===== config.mk =====
export PLATFORM = sky130hd
export DESIGN_NAME = region_reader
export DESIGN_NICKNAME = d
export VERILOG_FILES = /design/src/rtl/region_reader.sv
export SDC_FILE = /design/constraint.sdc
export NUM_CORES = 1
export LEC_CHECK = 0
export ABC_AREA = 1
export CORE_MARGIN = 2
export CORE_UTILIZATION = 60
export CTS_CLUSTER_DIAMETER = 150
export DETAILED_ROUTE_END_ITERATION = 7
export PLACE_DENSITY = 0.85
export SLEW_MARGIN = 20
export SYNTH_ARGS = -nofsm -noshare
export SYNTH_HDL_FRONTEND = slang
export SYNTH_SLANG_ARGS = --single-unit

===== constraint.sdc =====
create_clock -name clock -period 10.3 [get_ports clock]
set_clock_uncertainty 0.1 [all_clocks]
set_input_delay 3.09 -clock clock [delete_from_list [all_inputs] [get_ports clock]]
set_output_delay 3.09 -clock clock [all_outputs]
set_load 0.005 [all_outputs]

===== src/rtl/region_reader.sv =====
// region_reader: walks a rectangular framebuffer region one pixel per cycle,
// issues read addresses for the on-screen pixels and compares the returned
// colours against a target colour. It reports whether any pixel matched, how
// many matched (saturating) and where the first row-major match was.
// Optional feature: define REGION_READER_EARLY_EXIT_EN to end the scan on the
// first match.
module region_reader #(
    parameter int SCREEN_W   = 160,
    parameter int SCREEN_H   = 120,
    parameter int RD_LATENCY = 1
) (
    input  logic        clock,
    input  logic        reset_n,
    input  logic        start,
    input  logic [7:0]  x_pos,
    input  logic [6:0]  y_pos,
    input  logic [7:0]  width,
    input  logic [6:0]  height,
    input  logic [2:0]  target_colour,
    output logic        rd_en,
    output logic [14:0] rd_addr,
    input  logic [2:0]  rd_data,
    output logic        busy,
    output logic        done,
    output logic        hit,
    output logic [14:0] match_count,
    output logic [7:0]  x_hit,
    output logic [6:0]  y_hit
);

    typedef enum logic [1:0] {IDLE, SCAN, DRAIN, DONE} state_t;

    state_t      state, state_next;

    logic [7:0]  x_base, width_r;
    logic [6:0]  y_base, height_r;
    logic [2:0]  target_r;
    logic [7:0]  cx, cx_next;
    logic [6:0]  cy, cy_next;
    logic [1:0]  drain_cnt;
    logic        last_pixel;
    logic        issue_valid, issue_on_screen;
    logic [8:0]  issue_x;
    logic [7:0]  issue_y;
    logic [14:0] issue_addr;
    logic        ret_match, stop_scan;
    logic [7:0]  tag_x;
    logic [6:0]  tag_y;

    logic [RD_LATENCY:1] pipe_vld;
    logic [7:0]          pipe_x [1:RD_LATENCY];
    logic [6:0]          pipe_y [1:RD_LATENCY];

    // Row-major walk: find the pixel after the one currently being read.
    always_comb begin
        last_pixel = (cx == width_r) && (cy == height_r);
        cx_next    = cx + 8'd1;
        cy_next    = cy;
        if (cx == width_r) begin
            cx_next = 8'd0;
            cy_next = cy + 7'd1;
        end
    end

    // A returned colour counts only if its read was real; with early exit
    // only the first match of a scan is taken and later returns are dropped.
    always_comb begin
        ret_match = pipe_vld[RD_LATENCY] && (rd_data == target_r);
`ifdef REGION_READER_EARLY_EXIT_EN
        ret_match = ret_match && !hit;
        stop_scan = ret_match && (state == SCAN);
`else
        stop_scan = 1'b0;
`endif
    end

    // Pick the pixel whose read is registered at this edge and clip it.
    always_comb begin
        issue_valid = 1'b0;
        issue_x     = {1'b0, x_pos};
        issue_y     = {1'b0, y_pos};
        if (state == IDLE && start) begin
            issue_valid = 1'b1;
        end else if (state == SCAN && !last_pixel && !stop_scan) begin
            issue_valid = 1'b1;
            issue_x     = {1'b0, x_base} + {1'b0, cx_next};
            issue_y     = {1'b0, y_base} + {1'b0, cy_next};
        end
        issue_on_screen = (issue_x < 9'(SCREEN_W)) && (issue_y < 8'(SCREEN_H));
        issue_addr      = 15'(issue_y) * 15'(SCREEN_W) + 15'(issue_x);
    end

    // Next-state decode for the scan sequencer.
    always_comb begin
        state_next = state;
        case (state)
            IDLE:    if (start) state_next = SCAN;
            SCAN:    if (last_pixel || stop_scan) state_next = DRAIN;
            DRAIN:   if (drain_cnt == 2'(RD_LATENCY - 1)) state_next = DONE;
            DONE:    state_next = IDLE;
            default: state_next = IDLE;
        endcase
    end

    assign busy = (state == SCAN) || (state == DRAIN);
    assign done = (state == DONE);

    // State register.
    always_ff @(posedge clock) begin
        if (!reset_n) state <= IDLE;
        else          state <= state_next;
    end

    // Latch the request on start, step the pixel counters and time the drain.
    always_ff @(posedge clock) begin
        if (!reset_n) begin
            x_base    <= '0;
            y_base    <= '0;
            width_r   <= '0;
            height_r  <= '0;
            target_r  <= '0;
            cx        <= '0;
            cy        <= '0;
            drain_cnt <= '0;
        end else begin
            if (state == IDLE && start) begin
                x_base   <= x_pos;
                y_base   <= y_pos;
                width_r  <= width;
                height_r <= height;
                target_r <= target_colour;
                cx       <= '0;
                cy       <= '0;
            end else if (state == SCAN) begin
                cx <= cx_next;
                cy <= cy_next;
            end
            if (state == DRAIN) drain_cnt <= drain_cnt + 2'd1;
            else                drain_cnt <= '0;
        end
    end

    // Registered read strobe and address, with the pixel coordinate as a tag.
    always_ff @(posedge clock) begin
        if (!reset_n) begin
            rd_en   <= 1'b0;
            rd_addr <= '0;
            tag_x   <= '0;
            tag_y   <= '0;
        end else begin
            rd_en <= issue_valid && issue_on_screen;
            if (issue_valid && issue_on_screen) begin
                rd_addr <= issue_addr;
                tag_x   <= issue_x[7:0];
                tag_y   <= issue_y[6:0];
            end
        end
    end

    // Carry valid bit and coordinate alongside each read until its data returns.
    always_ff @(posedge clock) begin
        if (!reset_n) begin
            pipe_vld <= '0;
            for (int k = 1; k <= RD_LATENCY; k++) begin
                pipe_x[k] <= '0;
                pipe_y[k] <= '0;
            end
        end else begin
            pipe_vld[1] <= rd_en;
            pipe_x[1]   <= tag_x;
            pipe_y[1]   <= tag_y;
            for (int k = 2; k <= RD_LATENCY; k++) begin
                pipe_vld[k] <= pipe_vld[k-1];
                pipe_x[k]   <= pipe_x[k-1];
                pipe_y[k]   <= pipe_y[k-1];
            end
        end
    end

    // Accumulate results; they are cleared only by reset or an accepted start.
    always_ff @(posedge clock) begin
        if (!reset_n) begin
            hit         <= 1'b0;
            match_count <= '0;
            x_hit       <= '0;
            y_hit       <= '0;
        end else if (state == IDLE && start) begin
            hit         <= 1'b0;
            match_count <= '0;
            x_hit       <= '0;
            y_hit       <= '0;
        end else if (ret_match) begin
            hit <= 1'b1;
            if (match_count != 15'h7FFF) match_count <= match_count + 15'd1;
            if (!hit) begin
                x_hit <= pipe_x[RD_LATENCY];
                y_hit <= pipe_y[RD_LATENCY];
            end
        end
    end

endmodule


Yosys cells after proc, flatten, opt, wreduce, memory -nomap -nowiden

Memories as Yosys holds them, arrays and structs flattened. A register that Yosys moved wholly into a read port is not among the register bits.
Cells that the tools add are included.

Memories kept: 2
Flip-flop bits (word level): 100
Output and inout bits: 49
Logic and storage cells: 73
Memory bits (writable): 15
Bits of input ports: 39

Mux-type cells: 16
Reduce and logical (&&, ||, !) cells: 15
Multiply operators: 1
Add/sub/neg operators: 7
Bitwise gates (word level): 4
Order comparisons: 2
Eq/ne operators: 10

Memories:

| name   | words | bits a word | rd ports | clocked after memory_dff | wr ports | RTL line | text |
|---|---|---|---|---|---|---|---|
| pipe_x | 1     | 8           | 1        | 1                        | 1        | 51       | `logic [7:0] pipe_x [1:RD_LATENCY];` |
| pipe_y | 1     | 7           | 1        | 1                        | 1        | 52       | `logic [6:0] pipe_y [1:RD_LATENCY];` |

Operator list:

| kind                  | number |
|---|---|
| $mux 8                | 4 |
| $mux 9                | 2 |
| $add 15x1->15 const B | 1 |
| $add 15x9->15         | 1 |
| $ne 15x15->1 const B  | 1 |
| $mux 7                | 2 |
| $mul 8x3->10 const B  | 1 |
| $add 8x8->9           | 1 |
| $lt 9x8->1 const B    | 1 |
| $add 7x7->8           | 1 |
| $add 8x1->8 const B   | 1 |
| $eq 8x8->1            | 1 |
| $lt 8x7->1 const B    | 1 |
| $pmux 2 s4            | 1 |
| $add 7x1->7 const B   | 1 |
| $eq 7x7->1            | 1 |
| $logic_and 1x1->1     | 6 |
| $mux 2                | 3 |
| $ne 2x2->1 const B    | 3 |
| $reduce_and 2->1      | 3 |
| $eq 2x2->1 const B    | 2 |
| $logic_not 2->1       | 2 |
| $mux 1                | 4 |
| $eq 3x3->1            | 1 |
| other kinds (8)       | 10 |

Longest topological paths before layout

Word-level depth: 9
Mapped depth: 35

Least setup slack after synthesis

Ideal clock, no wire load.

Path kind: input port to flip-flop
Start: input start
End: register rd_addr[13]
Path buffers: 0
Stages: 15
Required time: 10.090 ns
Data arrival time: 5.622 ns
Setup slack: 4.468 ns
Path through: nand2_1 -> nand3_4 -> inv_2 -> o21ai_0 -> ha_1 -> ha_1 -> ha_1 -> nand2_1 -> o21ai_0 -> nand3_1 -> nor3_1 -> xnor2_1 -> nand4_1 -> nand2_1 -> nor2_1

Cells in the longest elaborated chain, start to end: 5
Elaborated cells between the ends (all ways): 10
Classes of those cells: 1 x add/sub; 1 x mul; 2 x order compare; 3 x mux; 3 x reduce/logical

RTL lines:

| item                                                  | RTL line | text |
|---|---|---|
| from (decl)                                           | 14       | `input logic start,` |
| $logic_and 1x1->1 (*)                                 | 82       | `if (state == IDLE && start) begin` |
| $mux 8 (*)                                            | 82       |  |
| net issue_y[1]                                        | 44       | `logic [7:0] issue_y;` |
| branches (longest 3 deep; another with $add 15x9->15) | --       |  |
| to (signal assigned)                                  | 153      | `rd_addr <= issue_addr;` |
| to (decl)                                             | 21       | `output logic [14:0] rd_addr,` |

Mark *: on every way through the listed nets, which the timed path passes.
A chain may end at the register's enable or synchronous reset.

Worst setup path in the final report

Start: input start
End: register rd_addr[14]

The elaborated chain is that of the path after synthesis.

==> flow_summary.toml <==
[layout]
final_nets = 1080
layout_commonest_cell = "nand2_1"
syn2layout_area_growth_pct = 22.7
n_antenna_cell = 0
drive_gt1_frac = 0.0693
final_cells = 1150
layout_common_cells = "193 x nand2_1, 139 x inv_1, 125 x dfxtp_1, 86 x clkdlybuf4s50_1, 84 x a21oi_1"

[synth]
synthDominantCellAreaShare = 0.378
synth_edf_count = 0
synth_cells = 921
ys_async_sr_fraction = 0
synthesis.area_um2 = 6620
syn_avg_cell_area_um2 = 7.19
synth_area_leaders = "dfxtp_1 38%, nand2_1 11%, inv_1 7.9%"
yosys_warnings = 0
synth_seq_cells = 125
ys.flop_type = "dfxtp_1"
synth_nets = 1004
synth_cell_types = 39
yosysSeqAreaShare = 0.378
synth_top_area_cell = "dfxtp_1"

[timing]
report.final.slew_viol_count = 0
rsz0062_at_grt = "no"
period_needed_ns = 6.60
setup_ws_ns = 3.70
holdWs_ns = 0.340
setup_tns_ns = 0
relSlewSlack = 0.370
hold_viol = 0
setup-violations-final = 0
tightest_slew_ns = 0.944
max_freq_ghz = 0.151
finalCritPeriodShare = 0.641

[clock_tree]
postCtsSetupRepairBufs = 0
postCtsHoldBufs = 0
cts_resized = 0
cts_sinks = 125
cts.path.max_buffers = 2
cts_root_buf = "clkbuf_8"
h-tree-depth = 4
cts_tree = "done"
clkTransAtPathRegs_ns = 0.06
cts_made_buffers = 17
clk_latency_ns = 0.53

[setup_path]
critical_path_class = "primary input to flop"
cp_max_fo = 50
rrSetupSlack_ns = 4.93
cp.required_ns = 10.63
crit_path_end = "rd_addr[14]$_SDFFE_PN0P_"
start_kind = "primary input"
r2r-start = "cx[6]$_SDFFE_PP0N_"
crit_start = "start"
crit_arrival_ns = 6.93
cp-end-kind = "flop"
r2r_end = "rd_addr[14]$_SDFFE_PN0P_"
worst-r2r-cell-count = 34

[power]
power_leakage_nw = 3.75
total_power_w = 0.00233
ir_drop_mv = 0.219
powerDensity_nw_per_um2 = 287

[die]
dieArea_um2 = 11900
start_util = 0.613
floorplan.rows = 38
io_pins = 88
fp.dieW_um = 109
core_um2 = 10800
die_h_um = 109

[run_status]
outcome = "finished, final reports clean"

[routing]
drt_iter0_markers = 373
vias = 6144
routed_wl_um = 15600
firstDrtPassIters = 5
detail-route-antenna-nets = 0
wl_per_cell_um = 13.5
vias_per_cell = 5.34
drc = 0

[global_routing]
track_usage = 0.282
antenna_found_initial = 0
grt_pass1_wl_um = 26500
grt_max_degree = 64
overflow = 0
grt_pass1_vias = 5841

[hold_path]
hp-class = "flop to flop"

[placement]
portBuffers = 87
dp_hpwl_um = 10700
dp_cells = 1118
gp_congestion = 0.862
place_worst_setup_slack_ns = 3.21

[job]
timing.max_cap.violations = 0
[layout make-up]
type	instances	area, µm²
clock buffer	18	428
clock inverter	14	173
fill	805	2670
inverter	152	571
multi-input combinational	610	3380
sequential	125	2500
tap	140	175
timing repair buffer	91	896
[synthesized netlist by cell type, types with 13 or more instances]
cell type	instances
a21oi_1	84
clkbuf_1	24
dfxtp_1	125
ha_1	40
inv_1	139
nand2_1	193
nand3_1	44
nand4_1	21
nor2_1	77
nor3_1	13
o21ai_0	65
xnor2_1	13
xor2_1	14
[routing by layer]
layer	routed length (µm)	vias to the layer above	global-route usage
met5	0	-	0
met4	483	0	0.124
met2	7600	196	0.480
met1	6600	2794	0.343
li1	-	3104	-
met3	873	50	0.0598
[state kept, by name, summed over array words and instances (netlist names)]
register and count:
height_r 7, pipe_x 8, rd_en 1, width_r 8, cx 8, pipe_y 7, rd_addr 15, y_hit 7
pipe_vld 1, state 2, y_base 7, x_hit 8, x_base 8, drain_cnt 2, tag_x 3, hit 1
cy 7, match_count 15, tag_y 7, target_r 3
[report_power, final]
| part | switching, W | internal [W] |
|---|---|---|
| registers | 0.0000647 | 0.000600 |
| logic | 0.000650 | 0.000408 |
| clock network | 0.000249 | 0.000361 |
| total | 0.000963 | 0.00137 |
[cells by family after synthesis]
logic type,synth area share
buffers and inverters,0.111
adders and majority gates,0.0877
and+or+nand+nor,0.242
xor gates and xnor gates,0.0357
DFF,0.378
AOI/OAI and AO/OA,0.145
[through the flow]
stage / util / cell area, µm²
2_1_floorplan: - / 6620
3_3_place_gp: 0.697 / 7520
3_5_place_dp: 0.697 / 7520
4_1_cts: 0.753 / 8130
5_1_grt: 0.753 / 8130
6_report: 0.753 / 8130
[how the worst min path moves through the flow]
stage,from,to,depth (start not counted)
floorplan,drain_cnt[0]$_SDFF_PN0_,drain_cnt[0]$_SDFF_PN0_,1
global placement,drain_cnt[0]$_SDFF_PN0_,drain_cnt[0]$_SDFF_PN0_,1
CTS,tag_x[7]$_SDFFE_PN0P_,pipe_x[1][7]$_SDFF_PN0_,2
detailed placement,tag_x[7]$_SDFFE_PN0P_,pipe_x[1][7]$_SDFF_PN0_,2
global route,tag_x[7]$_SDFFE_PN0P_,pipe_x[1][7]$_SDFF_PN0_,2
finish,tag_x[7]$_SDFFE_PN0P_,pipe_x[1][7]$_SDFF_PN0_,2
[worst max-delay path, cell delays in order]
cell	delay [ns]
clkdlybuf4s50_1	0.43
nand2_1	0.07
buf_4	0.42
nand3_4	0.30
inv_2	0.19
o21ai_0	0.22
ha_1	0.36
ha_1	0.19
inv_1	0.07
fa_1	0.39
o21ai_0	0.34
xnor2_1	0.17
nor2_1	0.15
nand2_1	0.08
nor2_1	0.10
nand3_1	0.07
nand2_1	0.06
nand4_1	0.08
nand2_1	0.09
nor2_1	0.05
Power figures use the tool's default switching activity.
